### src/rtl/synth_pkg.sv
// Shared widths, legal key ranges, allocator FSM states and the captured key-event payload.
package synth_pkg;

    localparam int unsigned NOTE_W = 4;
    localparam int unsigned OCT_W  = 3;

    localparam logic [NOTE_W-1:0] NOTE_MIN  = NOTE_W'(1);
    localparam logic [NOTE_W-1:0] NOTE_MAX  = NOTE_W'(13);
    localparam logic [OCT_W-1:0]  OCT_MIN   = OCT_W'(1);
    localparam logic [OCT_W-1:0]  OCT_MAX   = OCT_W'(5);
    localparam logic [OCT_W-1:0]  OCT_RESET = OCT_W'(1);

    typedef enum logic [1:0] {
        IDLE   = 2'd0,
        LOOKUP = 2'd1,
        COMMIT = 2'd2
    } state_t;

    typedef struct packed {
        logic [NOTE_W-1:0] note;
        logic [OCT_W-1:0]  octave;
        logic              rel;
    } key_ev_t;

    function automatic logic ev_legal(input key_ev_t ev);
        return (ev.note >= NOTE_MIN) && (ev.note <= NOTE_MAX) &&
               (ev.octave >= OCT_MIN) && (ev.octave <= OCT_MAX);
    endfunction

endpackage

### src/rtl/voice_find.sv
// Combinational voice search: active match, lowest free voice and the oldest (highest-rank) voice.
module voice_find
    import synth_pkg::*;
#(
    parameter  int unsigned NUM_VOICES = 4,
    localparam int unsigned IDX_W      = $clog2(NUM_VOICES)
) (
    input  logic [NUM_VOICES-1:0]        active,
    input  logic [NOTE_W*NUM_VOICES-1:0] notes,
    input  logic [OCT_W*NUM_VOICES-1:0]  octaves,
    input  logic [IDX_W*NUM_VOICES-1:0]  ranks,
    input  key_ev_t                      ev,
    output logic                         match_hit,
    output logic [IDX_W-1:0]             match_idx,
    output logic                         free_hit,
    output logic [IDX_W-1:0]             free_idx,
    output logic [IDX_W-1:0]             oldest_idx
);

    // Scan high to low so the lowest qualifying index wins.
    always_comb begin
        match_hit  = 1'b0;
        match_idx  = '0;
        free_hit   = 1'b0;
        free_idx   = '0;
        oldest_idx = '0;
        for (int i = NUM_VOICES - 1; i >= 0; i--) begin
            if (active[i] &&
                (notes[i*NOTE_W +: NOTE_W] == ev.note) &&
                (octaves[i*OCT_W +: OCT_W] == ev.octave)) begin
                match_hit = 1'b1;
                match_idx = IDX_W'(i);
            end
            if (!active[i]) begin
                free_hit = 1'b1;
                free_idx = IDX_W'(i);
            end
            if (ranks[i*IDX_W +: IDX_W] == IDX_W'(NUM_VOICES - 1)) begin
                oldest_idx = IDX_W'(i);
            end
        end
    end

endmodule

### src/rtl/voice_alloc.sv
// Key-event to tone-voice allocator with LRU ranking; a full pool drops the press
// unless VOICE_STEAL_EN is defined, in which case the oldest voice is stolen.
module voice_alloc
    import synth_pkg::*;
#(
    parameter int unsigned NUM_VOICES = 4
) (
    input  logic                         clock,
    input  logic                         rst,
    input  logic                         ev_valid,
    output logic                         ev_ready,
    input  logic [NOTE_W-1:0]            ev_note,
    input  logic [OCT_W-1:0]             ev_octave,
    input  logic                         ev_release,
    input  logic                         all_off,
    output logic [NUM_VOICES-1:0]        voice_active,
    output logic [NOTE_W*NUM_VOICES-1:0] voice_note,
    output logic [OCT_W*NUM_VOICES-1:0]  voice_octave,
    output logic [NUM_VOICES-1:0]        voice_start,
    output logic                         ev_drop
);

    localparam int unsigned IDX_W     = $clog2(NUM_VOICES);
    localparam int unsigned RANK_BITS = IDX_W * NUM_VOICES;

    function automatic logic [RANK_BITS-1:0] rank_init();
        logic [RANK_BITS-1:0] r;
        r = '0;
        for (int i = 0; i < NUM_VOICES; i++) begin
            r[i*IDX_W +: IDX_W] = IDX_W'(i);
        end
        return r;
    endfunction

    state_t                       state_q, state_d;
    key_ev_t                      ev_q;
    logic                         accept_c;
    logic [RANK_BITS-1:0]         ranks_q, ranks_d;

    logic                         match_hit_c, free_hit_c;
    logic [IDX_W-1:0]             match_idx_c, free_idx_c, oldest_idx_c;
    logic                         legal_q, match_hit_q, free_hit_q;
    logic [IDX_W-1:0]             match_idx_q, free_idx_q;
`ifdef VOICE_STEAL_EN
    logic [IDX_W-1:0]             oldest_idx_q;
`else
    logic                         unused_oldest;
    assign unused_oldest = ^oldest_idx_c;
`endif

    logic [NUM_VOICES-1:0]        active_d, start_d;
    logic [NOTE_W*NUM_VOICES-1:0] note_d;
    logic [OCT_W*NUM_VOICES-1:0]  oct_d;
    logic                         drop_d;
    logic                         trig;
    logic                         load;
    logic [IDX_W-1:0]             trig_idx;
    logic [IDX_W-1:0]             trig_rank;

    assign ev_ready = (state_q == IDLE);
    assign accept_c = ev_valid && ev_ready && !all_off;

    voice_find #(
        .NUM_VOICES (NUM_VOICES)
    ) u_find (
        .active     (voice_active),
        .notes      (voice_note),
        .octaves    (voice_octave),
        .ranks      (ranks_q),
        .ev         (ev_q),
        .match_hit  (match_hit_c),
        .match_idx  (match_idx_c),
        .free_hit   (free_hit_c),
        .free_idx   (free_idx_c),
        .oldest_idx (oldest_idx_c)
    );

    // FSM next state; all_off overrides any in-flight event.
    always_comb begin
        state_d = state_q;
        if (all_off) begin
            state_d = IDLE;
        end else begin
            case (state_q)
                IDLE:    if (accept_c) state_d = LOOKUP;
                LOOKUP:  state_d = COMMIT;
                COMMIT:  state_d = IDLE;
                default: state_d = IDLE;
            endcase
        end
    end

    always_ff @(posedge clock or negedge rst) begin
        if (!rst) state_q <= IDLE;
        else      state_q <= state_d;
    end

    // Commit decision and next voice state.
    always_comb begin
        active_d  = voice_active;
        note_d    = voice_note;
        oct_d     = voice_octave;
        ranks_d   = ranks_q;
        start_d   = '0;
        drop_d    = 1'b0;
        trig      = 1'b0;
        load      = 1'b0;
        trig_idx  = '0;
        trig_rank = '0;

        if ((state_q == COMMIT) && !all_off) begin
            if (!legal_q) begin
                drop_d = 1'b1;
            end else if (ev_q.rel) begin
                if (match_hit_q) active_d[match_idx_q] = 1'b0;
            end else if (match_hit_q) begin
                trig     = 1'b1;
                trig_idx = match_idx_q;
            end else if (free_hit_q) begin
                trig     = 1'b1;
                load     = 1'b1;
                trig_idx = free_idx_q;
            end else begin
`ifdef VOICE_STEAL_EN
                trig     = 1'b1;
                load     = 1'b1;
                trig_idx = oldest_idx_q;
`else
                drop_d   = 1'b1;
`endif
            end
        end

        if (trig) begin
            active_d[trig_idx] = 1'b1;
            start_d[trig_idx]  = 1'b1;
            if (load) begin
                note_d[trig_idx*NOTE_W +: NOTE_W] = ev_q.note;
                oct_d[trig_idx*OCT_W +: OCT_W]    = ev_q.octave;
            end
            // Triggered voice becomes newest; voices that were newer age by one.
            trig_rank = ranks_q[trig_idx*IDX_W +: IDX_W];
            for (int i = 0; i < NUM_VOICES; i++) begin
                if (IDX_W'(i) == trig_idx) begin
                    ranks_d[i*IDX_W +: IDX_W] = '0;
                end else if (ranks_q[i*IDX_W +: IDX_W] < trig_rank) begin
                    ranks_d[i*IDX_W +: IDX_W] = ranks_q[i*IDX_W +: IDX_W] + IDX_W'(1);
                end
            end
        end

        if (all_off) active_d = '0;
    end

    always_ff @(posedge clock or negedge rst) begin
        if (!rst) begin
            ev_q         <= '0;
            legal_q      <= 1'b0;
            match_hit_q  <= 1'b0;
            match_idx_q  <= '0;
            free_hit_q   <= 1'b0;
            free_idx_q   <= '0;
`ifdef VOICE_STEAL_EN
            oldest_idx_q <= '0;
`endif
            voice_active <= '0;
            voice_note   <= '0;
            voice_octave <= {NUM_VOICES{OCT_RESET}};
            ranks_q      <= rank_init();
            voice_start  <= '0;
            ev_drop      <= 1'b0;
        end else begin
            if (accept_c) begin
                ev_q.note   <= ev_note;
                ev_q.octave <= ev_octave;
                ev_q.rel    <= ev_release;
            end
            if (state_q == LOOKUP) begin
                legal_q      <= ev_legal(ev_q);
                match_hit_q  <= match_hit_c;
                match_idx_q  <= match_idx_c;
                free_hit_q   <= free_hit_c;
                free_idx_q   <= free_idx_c;
`ifdef VOICE_STEAL_EN
                oldest_idx_q <= oldest_idx_c;
`endif
            end
            voice_active <= active_d;
            voice_note   <= note_d;
            voice_octave <= oct_d;
            ranks_q      <= ranks_d;
            voice_start  <= start_d;
            ev_drop      <= drop_d;
        end
    end

endmodule

### config.mk
export PLATFORM = sky130hd
export DESIGN_NAME = voice_alloc
export DESIGN_NICKNAME = d
export VERILOG_FILES = /design/src/rtl/synth_pkg.sv /design/src/rtl/voice_find.sv /design/src/rtl/voice_alloc.sv
export SDC_FILE = /design/constraint.sdc
export NUM_CORES = 1
export LEC_CHECK = 0
export BUFFER_PORTS_ARGS = -buffer_cell sky130_fd_sc_hd__buf_2
export CORE_MARGIN = 3
export CORE_UTILIZATION = 55
export CTS_CLUSTER_DIAMETER = 30
export DETAILED_ROUTE_END_ITERATION = 8
export PLACE_DENSITY = 0.79
export SLEW_MARGIN = 10
export SYNTH_ARGS = -nofsm -noshare
export SYNTH_HDL_FRONTEND = slang
export SYNTH_SLANG_ARGS = --single-unit
### constraint.sdc
create_clock -name clock -period 3.35 [get_ports clock]
set_clock_uncertainty 0.1 [all_clocks]
set_input_delay 0.5025 -clock clock [delete_from_list [all_inputs] [get_ports clock]]
set_output_delay 0.5025 -clock clock [all_outputs]
set_load 0.02 [all_outputs]
# Word-level counts from Yosys, hierarchy flattened
# Cells that the tools add are included.
# op_classes
add_sub_neg,2
n_mul,1
magnitude_cmp,8
n_eq_ne,11
shift,4
mux,51
bitwise,3
reduce_logical,19
# op_table
op,count
negator 4 -> 34 bit,2
variable shift 3 x 34 -> 12 bit (first input constant),1
variable shift 4 x 34 -> 16 bit (first input constant),1
variable part select 3 x 34 -> 12 bit,1
variable part select 4 x 34 -> 16 bit,1
2-to-1 mux 2 bit,15
2-to-1 mux 4 bit,7
2-to-1 mux 1 bit,24
bitwise mux 16 bit,1
equality test 4 bit,4
logical AND 1 bit,16
bitwise mux 12 bit,1
equality test 3 bit,4
< comparator 2 x 3 -> 1 bit (second input constant),2
AND 4 bit,1
demux 1 bit (select 2 bit),2
greater-or-equal comparator 2 x 1 -> 1 bit (second input constant),2
greater-or-equal comparator 4 x 1 -> 1 bit (second input constant),1
less-or-equal comparator 4 bit (second input constant),1
multiplier 2 x 2 -> 4 bit (second input constant),1
NOT 4 bit,1
bitwise OR 4 bit,1
case mux 2 bit (2 select lines),1
greater-or-equal comparator 3 x 1 -> 1 bit (second input constant),1
7 further kinds,7
# totals
register_bits,54

# Depth between registers and ports, before layout
# Gate-level depths: netlist (run 1).
# depth
depth_word,13
ltp_mapped,10
depth_no_buf,8

# Modules after synthesis
# A second synthesis (run 1) with hierarchy kept.
# unflattened
hier_cells,291
area_unflattened_um2,3164.3
# modules_own_cells
mod,instances,cells_per_inst,area_each_um2,seq_area_each_um2
voice_alloc,1,235,2730.1,1561.5
voice_find,1,56,434.2,0.0

# Least setup slack after synthesis (run 1)
# Ideal clock, no wire load.
# synth_timing
path_type,input -> register
startpoint,in all_off
endpoint,reg voice_octave[6]
t_arrival_ns,2.413
required_time_ns,3.171
setup_slack_ns,0.758
cell_stages,9
n_path_buf,1
cell_sequence,buf_6 -> nand4bb_4 -> a211oi_4 -> inv_2 -> ha_1 -> inv_1 -> nor3_1 -> nand3_1 -> o21ai_0
# synth_via
elab_chain_len,7
elab_cells_between_ends,11
cone_classes,add/sub (1); mul (1); shift (2); mux (4); reduce/logical (3)
# synth_rtl
element,line_no,rtl
from (decl),voice_alloc.sv:15,"input logic all_off,"
logical NOT 1 bit (*),voice_alloc.sv:111,if ((state_q == COMMIT) && !all_off) begin
logical AND 1 bit (*),voice_alloc.sv:111,
2-to-1 mux 2 bit,voice_alloc.sv:111,
multiplier 2 x 2 -> 4 bit,voice_alloc.sv:139,oct_d[trig_idx*OCT_W +: OCT_W] = ev_q.octave;
negator 4 -> 34 bit,voice_alloc.sv:139,
variable part select 3 x 34 -> 12 bit or variable shift 3 x 34 -> 12 bit (tied branches),voice_alloc.sv:139,
bitwise mux 12 bit,voice_alloc.sv:139,
to (signal assigned),voice_alloc.sv:168,voice_octave <= {NUM_VOICES{OCT_RESET}};
to (signal assigned),voice_alloc.sv:190,voice_octave <= oct_d;
to (decl),voice_alloc.sv:18,"output logic [OCT_W*NUM_VOICES-1:0] voice_octave,"
# Mark *: on every way between the ends. The rest lies on a longest branch, timed or not.
# A chain may end at the register's enable or synchronous reset.

# Worst setup path in the final report (run 1)
# layout_timing
startpoint,reg free_hit_q
endpoint,reg voice_note[8]
# layout_via
elab_chain_len,8
elab_cells_between_ends,19
cone_classes,add/sub (1); shift (2); mux (15); reduce/logical (1)
# layout_rtl
element,line_no,rtl
from (decl),voice_alloc.sv:42,"logic legal_q, match_hit_q, free_hit_q;"
from (signal assigned),voice_alloc.sv:182,free_hit_q <= free_hit_c;
2-to-1 mux 2 bit,voice_alloc.sv:119,end else if (free_hit_q) begin
2-to-1 mux 2 bit,voice_alloc.sv:116,end else if (match_hit_q) begin
2-to-1 mux 2 bit,voice_alloc.sv:114,end else if (ev_q.rel) begin
2-to-1 mux 2 bit,voice_alloc.sv:112,if (!legal_q) begin
2-to-1 mux 2 bit,voice_alloc.sv:111,
negator 4 -> 34 bit,voice_alloc.sv:138,note_d[trig_idx*NOTE_W +: NOTE_W] = ev_q.note;
variable part select 4 x 34 -> 16 bit or variable shift 4 x 34 -> 16 bit (tied branches),voice_alloc.sv:138,
bitwise mux 16 bit,voice_alloc.sv:138,
to (signal assigned),voice_alloc.sv:189,voice_note <= note_d;
to (decl),voice_alloc.sv:17,"output logic [NOTE_W*NUM_VOICES-1:0] voice_note,"
# Several ways; a longest one is shown, not always the timed one.

==> out/qor.csv, run 1 <==
stage,metric,value,unit
timing,Pins Over Slew Limit,0,
clock_tree,CTS tree,done,
final_layout,final cell count without fillers,361,
synthesis,#FFs+latches synth,54,
clock_tree,clock-pin slew on the worst setup and hold paths,100,ps
final_layout,Nets,312,
critical_path,CP Cell Sequence,nor2b_1 > a22o_1 > nand2_1 > ha_1 > inv_1 > nor3_1 > buf_4 > nand3_1 > o21ai_0,
global_routing,initial antenna violation count,0,
synthesis,top-area cell type share of the netlist area,46.1,%
final_layout,"Non-Filler Cell Area, Final",0.00306,sq mm
routing,met3 WL,284,um
synthesis,"EDFF count, synth",0,
critical_path,R2R Setup Slk,780,ps
global_routing,first-pass GRT wire length,9730,um
critical_path,Critical Path Stages,9,
routing,Post-route DRC,0,
synthesis,Compound-Gate Fraction of Synth Area,12.7,%
final_layout,Area Growth Syn to Fin,12.8,%
global_routing,GRT Resource Usage Total,20.7,%
routing,vias per inst,5.53,
critical_path,Worst Setup Path Type,reg -> reg,
clock_tree,Clock Sinks,54,
clock_tree,clk buf depth,2,
timing,"Worst Setup Slack, final",779,ps
die,Starting Density,59.4,%
global_routing,largest net degree at the start of global routing,34,
synthesis,"area leader, netlist",dfrtp_1,
synthesis,Netlist Area Pre-Place,0.00271,sq mm
synthesis,Synth top cells by count,"dfrtp_1, nand2_1, xnor2_1",
synthesis,Synth Instances,249,
synthesis,syn nets,266,
routing,remaining antenna violation count,0,
timing,Slew headroom,51.1,%
die,die height,76.2,um
place,placed insts,353,
synthesis,Post-Synth Simple-Gate Area,17.7,%
synthesis,Synth Flop Type,dfrtp_1,
power,Peak supply drop,0.338,mV
routing,routed length on met2,2690,um
timing,final hold vios,0,
synthesis,XOR/XNOR Fraction of Synth Area,9.04,%
die,core footprint,0.00456,sq mm
clock_tree,clk_lat worst skew,310,ps
critical_path,crit path buf inv count,2,
routing,average wire per standard cell,15.7,um
timing,RSZ-0062 raised after global routing,false,
place,Buffers on Ports,49,
critical_path,worst endpoint required time,3460,ps
final_layout,share of layout cells above drive strength 1,27.0,%
global_routing,grt total ovfl,0,
clock_tree,CTS H-tree lvls,2,
hold_path,Hold Crit Class,in -> async,
synthesis,largest family of logic cells by synthesized area,simple AND/OR/NAND/NOR gates,
critical_path,Critical Path End,voice_note[8],
power,Pleak,0.00142,uW
place,Placed Area,0.00298,sq mm
synthesis,Area contributors post-synth,"dfrtp_1, xnor2_1, a22o_1",
critical_path,Worst Path Max Fanout,7,
synthesis,Synth Area in Adders,2.31,%
timing,setup violators final,0,
clock_tree,post-CTS resize count,0,
routing,Routed met1 length,2640,um
synthesis,fraction of synthesized area in multiplexers,3.32,%
critical_path,Worst path max stage delay,510,ps
synthesis,total number of yosys warnings,0,
clock_tree,postcts setup bufs,0,
routing,WL final,5680,um
run,MaxCap Viol Count,0,
die,die footprint,0.00581,sq mm
synthesis,"FFs w/ async S/R, synth",100,%
place,Place WS,661,ps
synthesis,Unique masters post-synth,44,
critical_path,worst setup path startpoint,free_hit_q,
synthesis,most frequent cell after synthesis,dfrtp_1,
timing,hold slack,155,ps
critical_path,RR Endpoint,voice_note[8],
critical_path,"CP delay by family, top",simple AND/OR/NAND/NOR gates,
critical_path,worst endpoint data arrival time,2680,ps
die,IO Count,50,
routing,max layer used,met4,
critical_path,Critical-path top delay cell,nor2b_1,
timing,Final min period,2570,ps
routing,Iter 0 DRT Violations,111,
timing,setup_tns,0,ps
die,die span in x,76.2,um
critical_path,R2R cell count,9,
synthesis,Avg Inst Size Synth,10.9,sq um
critical_path,CP endpoint kind,register,
status,status,"finished, final reports clean",
timing,Tightest Pin Transition,734,ps
critical_path,Worst setup SP type,register,
timing,fin crit share,76.7,%
critical_path,worst r2r src,free_hit_q,
global_routing,vias in the first global route,1988,
die,Rows,24,
routing,Pre-Repair DR Iteration Count,4,
synthesis,sequential area share after synthesis,50.0,%
routing,Vias,1997,
clock_tree,Num CTS Buffers,5,
power,pwr dens,442,mW/mm^2
final_layout,diode count,0,
place,GPL Wtd Cong,0.851,
place,hpwl dp,4200,um
timing,FMAX,389,MHz
clock_tree,CTS Hold Bufs,0,
clock_tree,Clock Root Buffer,clkbuf_8,
## where the power goes
part,total [uW],switching (uW),internal [uW]
Sequential,802,107,695
Clock,343,194,149
Combinational,206,103,103
## worst min path at each step
| stage | startpoint | endpoint | slack [ps] |
|---|---|---|---|
| floorplan | rst | ev_drop | 110 |
| global placement | voice_octave[0] | voice_octave[0] | 380 |
| detailed placement | voice_octave[0] | voice_octave[0] | 400 |
| CTS | rst | voice_note[1] | 180 |
| global route | rst | voice_note[1] | 220 |
| finish | rst | voice_note[1] | 160 |
## cells in the final DEF, fill, tap and decap left out, types with 2 or more instances in the layout
cell	synthesis	final
clkbuf_8	0	5
nand2_1	26	26
nand4_1	6	6
buf_2	8	49
o21ai_0	18	18
and3_1	2	2
dfrtp_1	50	50
nand3_1	10	10
nor4_4	2	2
xnor2_1	21	21
a31oi_1	2	2
a21oi_1	7	7
mux2_2	8	8
ha_1	5	5
nor2_1	10	10
nor3_2	2	2
nor3_1	2	2
nand3_4	2	2
a22o_1	16	16
inv_1	15	15
xor2_1	7	7
buf_4	1	2
dfstp_2	4	4
clkbuf_1	1	3
nor4_1	3	3
## per-stage QoR
stage / power [uW] / utilization [%]
2_1_floorplan: 956 / -
3_3_place_gp: 1010 / 65.3
3_5_place_dp: 1020 / 65.3
4_1_cts: 1360 / 67.0
5_1_grt: 1420 / 67.0
6_report: 1350 / 67.0
## final cells by class
class                   instances  area (sq um)
clock buffers                   8          80.1
fillers                       378          1510
inverters                      16          60.1
multi-input cells             167          1220
flip-flops and latches         54          1360
well taps                      65          81.3
repair buffers                 51           260
## cells by family (layout without fill, tap and decap cells)
group	Yosys count	in the layout
and+or+nand+nor	76	76
DFF	54	54
AOI/OAI and AO/OA	50	50
xor gates and xnor gates	28	28
buffers and inverters	28	75
muxes	8	8
adders and majority gates	5	5
## worst reg2reg max path, stage by stage (launching register included)
cell,delay [ps]
dfrtp_1,460
nor2b_1,510
a22o_1,210
nand2_1,90
ha_1,410
inv_1,130
nor3_1,200
buf_4,180
nand3_1,70
o21ai_0,110
## flip-flops by register name, indices dropped and copies added (netlist names), 2 cells and up
| register | count |
|---|---|
| voice_start | 4 |
| voice_active | 4 |
| ev_q | 8 |
| state_q | 2 |
| voice_octave | 12 |
| free_idx_q | 2 |
| voice_note | 16 |
| match_idx_q | 2 |
## routing by layer
layer | vias up | GRT usage [%]
met5 | - | 0
met4 | 0 | 6.16
met3 | 7 | 3.19
li1 | 953 | -
met2 | 58 | 33.7
met1 | 979 | 28.7
Note: power is estimated with default switching activity, not from simulation.
==> run 2: changes to the inputs <==
--- a/config.mk
+++ b/config.mk
@@ -5,12 +5,13 @@
 export SDC_FILE = /design/constraint.sdc
 export NUM_CORES = 1
 export LEC_CHECK = 0
+export ABC_AREA = 1
 export BUFFER_PORTS_ARGS = -buffer_cell sky130_fd_sc_hd__buf_2
 export CORE_MARGIN = 3
 export CORE_UTILIZATION = 55
 export CTS_CLUSTER_DIAMETER = 30
 export DETAILED_ROUTE_END_ITERATION = 8
-export PLACE_DENSITY = 0.79
+export PLACE_DENSITY = 0.78
 export SLEW_MARGIN = 10
 export SYNTH_ARGS = -nofsm -noshare
 export SYNTH_HDL_FRONTEND = slang
==> constraint.sdc (replaced) <==
create_clock -name clock -period 2.4 [get_ports clock]
set_clock_uncertainty 0.1 [all_clocks]
set_input_delay 0.36 -clock clock [delete_from_list [all_inputs] [get_ports clock]]
set_output_delay 0.36 -clock clock [all_outputs]
set_load 0.02 [all_outputs]
==> out/qor.csv, run 2 <==
stage,metric,value,unit
clock_tree,CTS H-tree lvls,2,
timing,final hold vios,0,
synthesis,#FFs+latches synth,54,
global_routing,initial antenna violation count,0,
global_routing,grt total ovfl,0,
timing,Pins Over Slew Limit,0,
synthesis,"area leader, netlist",dfrtp_1,
clock_tree,Clock Root Buffer,clkbuf_8,
final_layout,diode count,0,
die,die footprint,0.00625,sq mm
routing,Pre-Repair DR Iteration Count,5,
clock_tree,CTS tree,done,
die,core footprint,0.00494,sq mm
clock_tree,Clock Sinks,54,
timing,setup_tns,0,ps
hold_path,Hold Crit Class,in -> reg,
final_layout,filler instances,444,
clock_tree,clock-pin slew on the worst setup and hold paths,90,ps
run,MaxCap Viol Count,0,
routing,Vias,2760,
synthesis,Unique masters post-synth,29,
timing,Final min period,2170,ps
power,pwr dens,602,mW/mm^2
timing,"Worst Setup Slack, final",228,ps
synthesis,Synth top cells by count,"nand2_1, inv_1, dfrtp_1",
critical_path,CP endpoint kind,register,
global_routing,global-route track usage on met1,35.4,%
routing,WL final,7580,um
synthesis,"EDFF count, synth",0,
final_layout,flip-flop count of the largest register after layout,16,
power,Peak supply drop,0.436,mV
timing,FMAX,460,MHz
routing,average wire per standard cell,14.8,um
critical_path,worst endpoint required time,2500,ps
timing,Slew headroom,59.8,%
synthesis,most frequent cell after synthesis,nand2_1,
routing,Iter 0 DRT Violations,285,
final_layout,"Non-Filler Cell Area, Final",0.00337,sq mm
synthesis,top-area cell type share of the netlist area,42.6,%
place,hpwl dp,5650,um
place,GPL Wtd Cong,0.925,
place,Buffers on Ports,49,
final_layout,Reg with most FFs,voice_note,
hold_path,hold path depth,3,
global_routing,GRT Resource Usage Total,25.9,%
die,die span in x,79.1,um
final_layout,share of layout cells above drive strength 1,20.6,%
synthesis,syn nets,406,
timing,RSZ-0062 raised after global routing,false,
synthesis,total number of yosys warnings,0,
final_layout,fin util,68.3,%
status,status,"finished, final reports clean",
final_layout,"commonest non-fill, non-tap cell in the layout",nand2_1,
die,IO Count,50,
synthesis,Avg Inst Size Synth,7.55,sq um
critical_path,R2R cell count,9,
global_routing,largest net degree at the start of global routing,32,
final_layout,most frequent cells in the layout,"nand2_1, inv_1, dfrtp_1",
global_routing,met3 Resource Use GR,3.85,%
global_routing,first-pass GRT wire length,12400,um
die,die height,79.1,um
clock_tree,clk_lat worst skew,310,ps
synthesis,Synth Instances,389,
global_routing,grt peak-use layer,met2,
critical_path,worst endpoint data arrival time,2270,ps
die,Rows,25,
die,Starting Density,59.4,%
place,Placed Area,0.00327,sq mm
critical_path,Worst setup SP type,register,
clock_tree,Num CTS Buffers,5,
routing,Post-route DRC,0,
place,Place WS,132,ps
power,Pleak,0.00186,uW
global_routing,grt met2 use,41.9,%
critical_path,Worst Setup Path Type,reg -> reg,
timing,fin crit share,90.5,%
global_routing,vias in the first global route,2485,
critical_path,Worst Path Max Fanout,4,
final_layout,Area Growth Syn to Fin,14.9,%
synthesis,Netlist Area Pre-Place,0.00294,sq mm
synthesis,Area contributors post-synth,"dfrtp_1, nand2_1, inv_1",
final_layout,biggest regs,"voice_note (16), voice_octave (12), ev_q (8)",
timing,setup violators final,0,
synthesis,sequential area share after synthesis,46.2,%
routing,vias per inst,5.38,
synthesis,"FFs w/ async S/R, synth",100,%
timing,Tightest Pin Transition,604,ps
synthesis,Synth Flop Type,dfrtp_1,
final_layout,Nets,462,
clock_tree,clk buf depth,2,
routing,remaining antenna violation count,0,
## run 2: what timing repair did
| action | CTS | global route |
|---|---|---|
| buffers inserted | 0 | 0 |
| gates resized for setup | 0 | 1 |
| setup endpoints to repair | 0 | 3 |
| hold endpoints to repair | 20 | 0 |
| hold buffers | 1 | 0 |
## run 2: per-layer routing
layer	routed length, um	vias to the layer above
li1	-	1329
met1	3220	1272
met2	3540	144
met3	620	15
met4	195	0
met5	0	-
## run 2: stage by stage
step / std cells / total power, uW / hold WS, ps
2_1_floorplan: 389 / 1380 / -35.6
3_3_place_gp: 504 / 1500 / 295
3_5_place_dp: 504 / 1510 / 295
4_1_cts: 513 / 2040 / 142
5_1_grt: 513 / 2140 / 154
6_report: 513 / 2030 / 144
## run 2: logic make-up (layout without fill, tap and decap cells)
| family | after synthesis | after routing | synth area share, % |
|---|---|---|---|
| adder cells (fa/ha/maj) | 5 | 5 | 2.13 |
| buffers and inverters | 68 | 125 | 10.2 |
| AO/OA/AOI/OAI | 57 | 57 | 11.4 |
| AND/OR/NAND/NOR | 205 | 205 | 30.2 |
| flip-flops | 54 | 54 | 46.2 |
## run 2: critical path: stages (launching register included)
cell and delay (ps):
dfrtp_1 400, inv_1 150, nand4_4 180, inv_1 130, nand2_1 100, ha_1 360, inv_2 50, nor2_2 170
nand2_1 100, o31ai_1 310
## run 2: final timing paths
check / start / end / slack [ps]
hold / removal: ev_release / ev_q[0] / 140
min in group asynchronous: rst / voice_note[0] / 480
max in group asynchronous: rst / voice_octave[3] / 1080
hold reg to reg: voice_octave[6] / voice_octave[6] / 430
setup reg to reg: state_q[0] / voice_note[7] / 230
setup / recovery: state_q[0] / voice_note[7] / 230
## run 2: cell type report
class                           instances  area, sq um  share of cell area [%]
Timing Repair Buffer                   55          305                    9.05
Tap cell                               67         83.8                    2.48
Clock buffer                            6         82.6                    2.45
Inverter                               62          249                    7.38
Clock inverter                          2         12.5                   0.371
Multi-Input combinational cell        267         1280                    38.1
Sequential cell                        54         1360                    40.2
## run 2: where the power goes
part           internal [uW]  total, uW  switching, uW
registers                983       1080           94.1
logic                    143        423            280
clock network            233        530            298
total                   1360       2030            672
==> run 3: changes to the inputs <==
--- a/config.mk
+++ b/config.mk
@@ -8,11 +8,10 @@
 export ABC_AREA = 1
 export BUFFER_PORTS_ARGS = -buffer_cell sky130_fd_sc_hd__buf_2
 export CORE_MARGIN = 3
-export CORE_UTILIZATION = 55
+export CORE_UTILIZATION = 56
 export CTS_CLUSTER_DIAMETER = 30
 export DETAILED_ROUTE_END_ITERATION = 8
-export PLACE_DENSITY = 0.78
-export SLEW_MARGIN = 10
+export PLACE_DENSITY = 0.8
 export SYNTH_ARGS = -nofsm -noshare
 export SYNTH_HDL_FRONTEND = slang
 export SYNTH_SLANG_ARGS = --single-unit
==> out/qor.csv, run 3 (synthesized netlist as in run 2, its figures left out) <==
stage,metric,value,unit
final_layout,fin util,68.9,%
critical_path,Worst Path Max Fanout,5,
final_layout,share of layout cells above drive strength 1,20.0,%
critical_path,Worst setup SP type,register,
routing,Vias,2695,
clock_tree,CTS H-tree lvls,2,
final_layout,"Non-Filler Cell Area, Final",0.00336,sq mm
critical_path,crit path buf inv count,2,
timing,setup_tns,0,ps
die,die height,78.4,um
timing,hold slack,147,ps
final_layout,Area Growth Syn to Fin,14.4,%
global_routing,largest net degree at the start of global routing,31,
global_routing,grt total ovfl,0,
die,die span in x,78.4,um
timing,RSZ-0062 raised after global routing,false,
timing,setup violators final,0,
final_layout,most frequent cells in the layout,"nand2_1, inv_1, dfrtp_1",
clock_tree,Clock Sinks,54,
critical_path,CP endpoint kind,register,
clock_tree,postcts setup bufs,0,
clock_tree,clock-pin slew on the worst setup and hold paths,90,ps
final_layout,Nets,461,
final_layout,flip-flop count of the largest register after layout,16,
final_layout,diode count,0,
clock_tree,clk buf depth,2,
critical_path,worst endpoint data arrival time,2330,ps
place,Placed Area,0.00326,sq mm
die,core footprint,0.00488,sq mm
critical_path,Worst Setup Path Type,reg -> reg,
global_routing,initial antenna violation count,0,
routing,WL final,7240,um
timing,Final min period,2220,ps
die,IO Count,50,
routing,average wire per standard cell,14.1,um
power,Pleak,0.00185,uW
global_routing,vias in the first global route,2591,
timing,FMAX,450,MHz
routing,remaining antenna violation count,0,
power,pwr dens,599,mW/mm^2
power,Peak supply drop,0.567,mV
power,total chip power,2020,uW
global_routing,GRT Resource Usage Total,25.4,%
routing,Pre-Repair DR Iteration Count,5,
critical_path,"CP delay by family, top",simple AND/OR/NAND/NOR gates,
run,MaxCap Viol Count,0,
routing,vias per inst,5.26,
die,die footprint,0.00615,sq mm
place,Buffers on Ports,49,
critical_path,Worst path max stage delay,440,ps
place,hpwl dp,5570,um
critical_path,worst endpoint required time,2510,ps
critical_path,CP Cell Sequence,nor2_1 > inv_1 > o22ai_1 > nand2_1 > ha_1 > inv_2 > nor2_2 > nand2_1 > o31ai_1,
clock_tree,clk_lat worst skew,310,ps
clock_tree,CTS tree,done,
die,Rows,25,
die,Starting Density,60.2,%
timing,final hold vios,0,
timing,Slew headroom,60.8,%
final_layout,Reg with most FFs,voice_note,
hold_path,Hold Crit Class,in -> reg,
global_routing,first-pass GRT wire length,12200,um
clock_tree,Num CTS Buffers,5,
clock_tree,Clock Root Buffer,clkbuf_8,
status,status,"finished, final reports clean",
routing,Iter 0 DRT Violations,206,
timing,Pins Over Slew Limit,0,
timing,Tightest Pin Transition,585,ps
timing,fin crit share,92.6,%
critical_path,Crit path top cell by count,nand2_1,
routing,Post-route DRC,0,
final_layout,biggest regs,"voice_note (16), voice_octave (12), ev_q (8)",
place,GPL Wtd Cong,0.927,
final_layout,"commonest non-fill, non-tap cell in the layout",nand2_1,
critical_path,Critical-path top delay cell,dfrtp_1,
[run 3: cell count changes in the layout (fill, tap and decap cells not counted), sizes merged]
cell and change:
clkinv -1, buf -1, clkbuf +2, clkinvlp -1
[run 3: cell type report]
type / instances / area, sq um
fillers: 413 / 1520
flip-flops and latches: 54 / 1360
multi-input cells: 267 / 1280
repair buffers: 54 / 298
inverters: 62 / 249
clock buffers: 8 / 90.1
well taps: 67 / 83.8
[run 3: metal layers]
metal,global-route usage [%],vias up,part of all wire [%]
li1,-,1326,-
met1,33.6,1233,42
met2,42.9,124,49
met3,3.90,12,7.7
met4,8.39,0,1.8
met5,0,-,0
[run 3: stage by stage]
stage          std cells  worst slack (ps)
4_1_cts              512              83.5
6_report             512               177
3_5_place_dp         503               112
2_1_floorplan        389               332
3_3_place_gp         503               244
5_1_grt              512              21.0
[run 3: timing repair]
item / in CTS / in global routing
hold endpoints to repair: 24 / 0
gates resized for setup: 0 / 1
hold buffers: 1 / 0
endpoints found under the setup margin: 0 / 6
[run 3: path summary, 6_finish.rpt]
path / from / end / slack (ps) / cells after the start
worst max-delay path: match_hit_q / voice_note[5] / 180 / 9
worst max register to register: match_hit_q / voice_note[5] / 180 / 9
worst min-delay path: ev_octave[2] / ev_q[3] / 150 / 3
min in group asynchronous: rst / voice_note[10] / 480 / 2
max in group asynchronous: rst / voice_octave[9] / 1090 / 3
worst min register to register: voice_octave[3] / voice_octave[3] / 440 / 2
[run 3: where the power goes]
group | internal (uW) | total (uW) | switching (uW) | leakage (uW)
logic | 143 | 419 | 277 | 0.00113
clock network | 236 | 515 | 279 | 0.0000455
registers | 983 | 1080 | 97.9 | 0.000672
[run 3: worst min-delay path: stages]
cell     delay (ps)
buf_2            70
nand2_1          40
o21ai_0          50
